`src/rtl/wb_la_arbiter_pkg.sv`:
```
// Shared types and constants for the Wishbone / Logic-Analyzer register-bus arbiter.
package wb_la_arbiter_pkg;

   typedef enum logic [1:0] {
      IDLE    = 2'd0,
      BUSY    = 2'd1,
      RESP    = 2'd2,
      LA_WAIT = 2'd3
   } arb_state_e;

   typedef enum logic {
      GNT_WB = 1'b0,
      GNT_LA = 1'b1
   } grant_e;

   localparam logic [31:0] ERR_DATA_DEFAULT = 32'hDEAD_DEAD;
   localparam int          TIMER_W          = 16;

endpackage

```
`src/rtl/wb_la_arbiter_timer.sv`:
```
// Loadable down-counter used to bound a downstream access; expired is high while the count is zero.
module wb_la_arbiter_timer
   import wb_la_arbiter_pkg::*;
#(
   parameter int W = TIMER_W
) (
   input  logic         clk,
   input  logic         rst_n,
   input  logic         load,
   input  logic         en,
   input  logic [W-1:0] load_val,
   output logic         expired
);

   logic [W-1:0] count_q, count_d;

   always_comb begin
      count_d = count_q;
      if (load) begin
         count_d = load_val;
      end else if (en && (count_q != '0)) begin
         count_d = count_q - 1'b1;
      end
   end

   always_ff @(posedge clk or negedge rst_n) begin
      if (!rst_n) begin
         count_q <= '0;
      end else begin
         count_q <= count_d;
      end
   end

   assign expired = (count_q == '0);

endmodule

```
`src/rtl/wb_la_arbiter.sv`:
```
// Round-robin arbiter sharing the core register bus between the Wishbone slave port and an LA debug master.
// Build option: define ARB_TIMEOUT_EN to add the BUSY timeout counter, timeout_o and the ERR_DATA path.
module wb_la_arbiter
   import wb_la_arbiter_pkg::*;
#(
   parameter int          LA_ADR_W = 16,
   parameter int          TIMEOUT  = 255,
   parameter logic [31:0] ERR_DATA = ERR_DATA_DEFAULT
) (
   input  logic                wb_clk_i,
   input  logic                wb_rst_ni,
   input  logic                wbs_cyc_i,
   input  logic                wbs_stb_i,
   input  logic                wbs_we_i,
   input  logic [31:0]         wbs_adr_i,
   input  logic [31:0]         wbs_dat_i,
   input  logic [3:0]          wbs_sel_i,
   output logic                wbs_ack_o,
   output logic [31:0]         wbs_dat_o,
   input  logic                la_req_i,
   input  logic                la_we_i,
   input  logic [LA_ADR_W-1:0] la_adr_i,
   input  logic [31:0]         la_dat_i,
   output logic                la_ack_o,
   output logic [31:0]         la_dat_o,
   output logic                m_cyc_o,
   output logic                m_we_o,
   output logic [31:0]         m_adr_o,
   output logic [31:0]         m_dat_o,
   output logic [3:0]          m_sel_o,
   input  logic                m_ack_i,
   input  logic [31:0]         m_dat_i,
   output logic                timeout_o
);

   if (TIMEOUT < 2 || TIMEOUT > 65535) begin : g_bad_timeout
      $error("wb_la_arbiter: TIMEOUT must be within 2..65535");
   end

   arb_state_e  state_q, state_d;
   grant_e      last_q, last_d;
   logic        abort_q, abort_d;
   logic        m_cyc_q, m_cyc_d;
   logic        m_we_q, m_we_d;
   logic [31:0] m_adr_q, m_adr_d;
   logic [31:0] m_dat_q, m_dat_d;
   logic [3:0]  m_sel_q, m_sel_d;
   logic        wbs_ack_q, wbs_ack_d;
   logic [31:0] wbs_dat_q, wbs_dat_d;
   logic        la_ack_q, la_ack_d;
   logic [31:0] la_dat_q, la_dat_d;
   logic [31:0] rdata_q, rdata_d;
   logic        timeout_q, timeout_d;

   logic        wb_pend, la_pend, expired;
   logic [31:0] cap_data;

   assign wb_pend  = wbs_cyc_i & wbs_stb_i;
   assign la_pend  = la_req_i & ~la_ack_q;
   assign cap_data = m_ack_i ? m_dat_i : ERR_DATA;

`ifdef ARB_TIMEOUT_EN
   wb_la_arbiter_timer #(.W(TIMER_W)) u_timer (
      .clk      (wb_clk_i),
      .rst_n    (wb_rst_ni),
      .load     (state_q == IDLE),
      .en       (state_q == BUSY),
      .load_val (TIMER_W'(TIMEOUT - 1)),
      .expired  (expired)
   );
`else
   assign expired = 1'b0;
`endif

   // last_q doubles as the current grant once a transaction has started
   always_comb begin
      state_d   = state_q;
      last_d    = last_q;
      abort_d   = abort_q;
      m_cyc_d   = m_cyc_q;
      m_we_d    = m_we_q;
      m_adr_d   = m_adr_q;
      m_dat_d   = m_dat_q;
      m_sel_d   = m_sel_q;
      wbs_ack_d = 1'b0;
      wbs_dat_d = wbs_dat_q;
      la_ack_d  = la_ack_q;
      la_dat_d  = la_dat_q;
      rdata_d   = rdata_q;
      timeout_d = 1'b0;
      unique case (state_q)
         IDLE: begin
            if (wb_pend && (!la_pend || last_q == GNT_LA)) begin
               last_d  = GNT_WB;
               abort_d = 1'b0;
               m_cyc_d = 1'b1;
               m_we_d  = wbs_we_i;
               m_adr_d = wbs_adr_i;
               m_dat_d = wbs_dat_i;
               m_sel_d = wbs_sel_i;
               state_d = BUSY;
            end else if (la_pend) begin
               last_d  = GNT_LA;
               abort_d = 1'b0;
               m_cyc_d = 1'b1;
               m_we_d  = la_we_i;
               m_adr_d = 32'(la_adr_i);
               m_dat_d = la_dat_i;
               m_sel_d = 4'hF;
               state_d = BUSY;
            end
         end
         BUSY: begin
            if (last_q == GNT_WB && !wbs_cyc_i) begin
               abort_d = 1'b1;
            end
            // an ack in the expiry cycle takes priority over the timeout
            if (m_ack_i || expired) begin
               m_cyc_d   = 1'b0;
               timeout_d = ~m_ack_i;
               rdata_d   = cap_data;
               if (last_q == GNT_LA) begin
                  state_d = RESP;
               end else if (abort_d) begin
                  state_d = IDLE;
               end else begin
                  wbs_ack_d = 1'b1;
                  wbs_dat_d = cap_data;
                  state_d   = RESP;
               end
            end
         end
         RESP: begin
            if (last_q == GNT_LA) begin
               la_ack_d = 1'b1;
               la_dat_d = rdata_q;
               state_d  = LA_WAIT;
            end else begin
               state_d = IDLE;
            end
         end
         LA_WAIT: begin
            if (!la_req_i) begin
               la_ack_d = 1'b0;
               state_d  = IDLE;
            end
         end
         default: state_d = IDLE;
      endcase
   end

   always_ff @(posedge wb_clk_i or negedge wb_rst_ni) begin
      if (!wb_rst_ni) begin
         state_q   <= IDLE;
         last_q    <= GNT_LA;
         abort_q   <= 1'b0;
         m_cyc_q   <= 1'b0;
         m_we_q    <= 1'b0;
         m_adr_q   <= '0;
         m_dat_q   <= '0;
         m_sel_q   <= '0;
         wbs_ack_q <= 1'b0;
         wbs_dat_q <= '0;
         la_ack_q  <= 1'b0;
         la_dat_q  <= '0;
         rdata_q   <= '0;
         timeout_q <= 1'b0;
      end else begin
         state_q   <= state_d;
         last_q    <= last_d;
         abort_q   <= abort_d;
         m_cyc_q   <= m_cyc_d;
         m_we_q    <= m_we_d;
         m_adr_q   <= m_adr_d;
         m_dat_q   <= m_dat_d;
         m_sel_q   <= m_sel_d;
         wbs_ack_q <= wbs_ack_d;
         wbs_dat_q <= wbs_dat_d;
         la_ack_q  <= la_ack_d;
         la_dat_q  <= la_dat_d;
         rdata_q   <= rdata_d;
         timeout_q <= timeout_d;
      end
   end

   assign wbs_ack_o = wbs_ack_q;
   assign wbs_dat_o = wbs_dat_q;
   assign la_ack_o  = la_ack_q;
   assign la_dat_o  = la_dat_q;
   assign m_cyc_o   = m_cyc_q;
   assign m_we_o    = m_we_q;
   assign m_adr_o   = m_adr_q;
   assign m_dat_o   = m_dat_q;
   assign m_sel_o   = m_sel_q;
   assign timeout_o = timeout_q;

endmodule

```
`config.mk`:
```
export PLATFORM = sky130hd
export DESIGN_NAME = wb_la_arbiter
export DESIGN_NICKNAME = d
export VERILOG_FILES = /design/src/rtl/wb_la_arbiter_pkg.sv /design/src/rtl/wb_la_arbiter_timer.sv /design/src/rtl/wb_la_arbiter.sv
export SDC_FILE = /design/constraint.sdc
export NUM_CORES = 1
export LEC_CHECK = 0
export BUFFER_PORTS_ARGS = -buffer_cell sky130_fd_sc_hd__buf_2
export CAP_MARGIN = 5
export CORE_UTILIZATION = 32
export CTS_CLUSTER_SIZE = 12
export DETAILED_ROUTE_END_ITERATION = 10
export GPL_TIMING_DRIVEN = 0
export PLACE_DENSITY = 0.67
export SYNTH_ARGS = -nofsm -noshare
export SYNTH_HDL_FRONTEND = slang
export SYNTH_SLANG_ARGS = --single-unit
```
`constraint.sdc`:
```
create_clock -name wb_clk_i -period 2.5 [get_ports wb_clk_i]
set_input_delay 0 -clock wb_clk_i [delete_from_list [all_inputs] [get_ports wb_clk_i]]
set_output_delay 0 -clock wb_clk_i [all_outputs]
set_load 0.05 [all_outputs]
```
---- Word-level counts from Yosys, hierarchy flattened ----
Cells that the tools add are included.
word-level totals
  register bits after elaboration ......... 173
  output and inout bits ................... 137
cells by class
  bitwise operators ....................... 6
  multiplexer cells ....................... 35
  reduce and logical (&&, ||, !) cells .... 17
  equality and inequality tests ........... 7
operator list
  cell                number
  $mux 32             4
  $mux 1              18
  $mux 2              7
  $reduce_and 3->1    3
  $mux 4              2
  $pmux 2 s4          1
  $reduce_and 2->1    4
  $ne 2x2->1 const B  3
  $pmux 1 s2          3
  $reduce_bool 2->1   3
  $eq 2x2->1 const B  2
  $not 1->1           4
  $reduce_and 4->1    1
  $ne 3x3->1 const B  1
  $and 1x1->1         2
  $eq 2x1->1 const B  1
  $logic_and 1x1->1   2
  $logic_not 1->1     2
  $logic_not 2->1     1
  $logic_or 1x1->1    1

---- Depth between registers and ports, before layout ----
  word-level depth ........................ 8
  depth in mapped cells ................... 6
  gate-level depth less buffers ........... 3

---- Worst setup path before layout ----
Ideal clock, no wire load.
  kind .................................... register to register
  start ................................... register la_ack_q, in the netlist la_ack_o
  end ..................................... register m_dat_q[10], in the netlist m_dat_o[10]
  setup slack ............................. 511 ps
  cell stages (with the launch flop) ...... 6
  period minus slack after synthesis ...... 1,989 ps
  arrival ................................. 1,862 ps
  path buffers ............................ 2
  cell sequence ........................... dfrtp_1 -> nand2b_1 -> a211o_1 -> buf_2 -> clkbuf_1 -> a221o_2
on the way
  word-level cells in the longest chain between the ends .. 7
  elaborated cells on any way between the ends .. 8
RTL lines
  element                      RTL line              RTL
  from (decl)                  wb_la_arbiter.sv:50   logic la_ack_q, la_ack_d;
  from (signal assigned)       wb_la_arbiter.sv:179  la_ack_q <= la_ack_d;
  $not 1->1 (*)                wb_la_arbiter.sv:59   assign la_pend = la_req_i & ~la_ack_q;
  $and 1x1->1 (*)              wb_la_arbiter.sv:59
  $logic_not 1->1              wb_la_arbiter.sv:93   if (wb_pend && (!la_pend || last_q == GNT_LA)) begin
  $logic_or 1x1->1             wb_la_arbiter.sv:93
  $logic_and 1x1->1            wb_la_arbiter.sv:93
  $reduce_bool 2->1 (no line)  -
  $reduce_and 2->1 (no line)   -
  to (signal assigned)         wb_la_arbiter.sv:175  m_dat_q <= m_dat_d;
  to (decl)                    wb_la_arbiter.sv:46   logic [31:0] m_dat_q, m_dat_d;
Mark *: on every way between the ends. The rest lies on a longest branch, timed or not.
A chain may end at the register's enable or synchronous reset.

---- Worst setup path in the final report ----
  start ................................... register last_q
  end ..................................... register m_dat_q[30], in the netlist m_dat_o[30]
on the way
  word-level cells in the longest chain between the ends .. 4
  elaborated cells on any way between the ends .. 5
RTL lines
  element                      RTL line              RTL
  from (decl)                  wb_la_arbiter.sv:41   grant_e last_q, last_d;
  from (signal assigned)       wb_la_arbiter.sv:170  last_q <= last_d;
  $logic_or 1x1->1 (*)         wb_la_arbiter.sv:93
  $logic_and 1x1->1 (*)        wb_la_arbiter.sv:93
  $reduce_bool 2->1 (no line)  -
  $reduce_and 2->1 (no line)   -
Marks and branches as above.

==> metrics <==
VDD IR max 0.000759 V; Die Width 149 um; Clk Latency, worst-skew pair 430 ps; Die Span Y 149 um; worst slew pin tran 763 ps; post-DR wirelength/cell 16.9 um; TritonCTS buffer count 17; drt first pass iters 4; WHS 22.3 ps; number of buffers added on ports 291; Power, Total 0.0151 W; CP arrival 2690 ps; 1st-iter DRT viols 199; Final min period 2390 ps; first-pass GRT wire length 32.1 mm; Yosys reg bits 172; met2 wire length 10.2 mm; synth-to-layout area growth 58.3%; crit end category register; clock slew seen by the registers of the worst setup and hold paths 70 ps; number of global-route vias before repair 6234; Final setup viols 0; run status complete, no violations; # diodes 0; layout cells sized above 1 49.5%; clock root buffer clkbuf_16; Crit Path Category reg2reg; GR Overflow Total 0; gr usage total 18.8%; Cell variety after synth 35; number of synthesis warnings 0; mean post-synth cell area 15.0 um^2; highest-count cells in the layout ignoring fill and taps buf_2, dfrtp_1, dlygate4sd3_1; period utilisation layout 95.8%; # H-tree levels 4; DRT Wirelength 20.5 mm; Final Hold Vio Count 0; largest net degree at the start of global routing 122; number of placement rows 53; Die Area 22200 um^2; startpoint types register; Leak 5.60 nW; post-synth design cell area 6900 um^2; fmax 418 MHz; CP required 2800 ps; CTS Sinks 172; WL met1 8.39 mm; Post-Syn Instances 459; FFs w/ async S/R, synth 100%; GPL Wtd Cong 0.749; Starting Density 32.7%; Max Buffers Root-to-Sink 2; class of the worst hold path in2reg; final clock skew 12.0 ps; Top FF cell, synth dfrtp_1; antenna violations before repair 0; Post-DRT Antenna Nets 0; total nets after synthesis 615; Highest Signal Layer met4; power density over cell area 1380 nW/um^2; RSZ-0062 raised after global routing false; sequential share of the synthesized area 62.4%; core area 21100 um^2; most common cell after layout, fill and taps aside buf_2; DRC 0; Slew Limit Fails 0; CTS tree yes; Via Count 5805; nets 1079; via-per-instance ratio 4.79; max cap viols 0; met3 WL post-DR 1.36 mm; number of synthesized flops with an enable pin 0; slew margin rel. 48.8%; Max FO, Critical Path 10; fillers 1790; I/O Pins 293; DP HPWL 13.2 mm
report_power, final:
part	switching (W)	internal [W]	total (W)	leakage (nW)
registers	0.000699	0.00411	0.00480	2.11
clock network	0.00129	0.00146	0.00274	0.303
logic	0.00510	0.00248	0.00758	3.19
Yosys cell counts (4+ instances only):
cell / n / area, um^2
o22a_1: 4 / 35.0
buf_1: 4 / 15.0
dfrtp_1: 171 / 4280
buf_2: 8 / 40.0
a221o_1: 39 / 390
inv_1: 4 / 15.0
clkbuf_1: 19 / 71.3
a221o_2: 10 / 113
o21ai_0: 5 / 25.0
and3_1: 40 / 250
a22o_1: 16 / 140
nand2_1: 5 / 18.8
mux2_2: 68 / 766
and3_2: 9 / 67.6
mux2_4: 29 / 435
registers in the layout (all words and copies together), names as in the netlist:
| signal | flops |
|---|---|
| wbs_dat_o | 32 |
| m_adr_o | 32 |
| m_we_o | 1 |
| m_sel_o | 4 |
| abort_q | 1 |
| m_cyc_o | 1 |
| la_dat_o | 32 |
| la_ack_o | 1 |
| m_dat_o | 32 |
| rdata_q | 32 |
| last_q | 1 |
| state_q | 2 |
| wbs_ack_o | 1 |
worst paths after layout:
| kind | start | to | slack (ps) | cells past startpoint |
|---|---|---|---|---|
| max | last_q$_DFFE_PN1P_ | m_dat_o[30]$_DFFE_PN0P_ | 110 | 7 |
| min | m_ack_i | rdata_q[0]$_DFFE_PN0P_ | 20 | 3 |
| max reg2reg | last_q$_DFFE_PN1P_ | m_dat_o[30]$_DFFE_PN0P_ | 110 | 7 |
| min reg2reg | m_cyc_o$_DFFE_PN0P_ | m_cyc_o$_DFFE_PN0P_ | 480 | 2 |
| max in group asynchronous | wb_rst_ni | m_adr_o[28]$_DFFE_PN0P_ | 1450 | 3 |
| min in group asynchronous | wb_rst_ni | la_dat_o[4]$_DFFE_PN0P_ | 90 | 2 |
critical path: stages, from the launching register on:
cell and delay [ps]:
dfstp_2 360, buf_2 160, or3b_4 380, and2_4 180, buf_4 170, buf_4 180
a221o_1 290, dlygate4sd3_1 560
repair_timing:
item | CTS | global route
setup endpoints to repair | 10 | 9
resized for setup | 1 | 10
buffers inserted | 0 | 0
endpoints found under the hold margin | 224 | 0
pin swaps | 0 | 0
hold buffers | 153 | 0
per-layer routing:
metal / global-route usage [%] / vias up
li1: - / 2668
met2: 32.7 / 270
met5: 0 / -
met3: 4.86 / 41
met1: 21.9 / 2826
met4: 7.86 / 0
metrics by stage:
stage / TNS [ps] / setup WS (ps) / utilization (%) / cells / area (um^2)
CTS: 0 / 14.5 / 51.7 / 1211 / 10900
floorplan: 0 / 511 / - / 459 / 6900
global placement: -218810 / -1290 / 41.3 / 1025 / 8700
global route: 0 / 1.34 / 51.8 / 1211 / 10900
detailed placement: -136 / -48.1 / 41.4 / 1026 / 8740
finish: 0 / 106 / 51.8 / 1211 / 10900
kinds of logic (layout without fill, tap and decap cells):
logic type / count (synthesis) / count (layout) / share of synthesized area [%]
mux: 97 / 97 / 17.4
other cells: 1 / 1 / 0.0543
simple gates: 65 / 65 / 6.24
flops: 172 / 172 / 62.4
buf+inv: 42 / 519 / 2.94
compound gates: 82 / 82 / 11.0
final cells by class:
cell class	count	area (um^2)	area share [%]
sequential	172	4310	39.4
timing repair buffer	445	3030	27.7
multi-input combinational	245	2420	22.1
clock buffer	17	425	3.89
tap	275	344	3.15
clock inverter	15	195	1.79
buffer	38	195	1.79
inverter	4	15.0	0.137
Power figures use the tool's default switching activity.
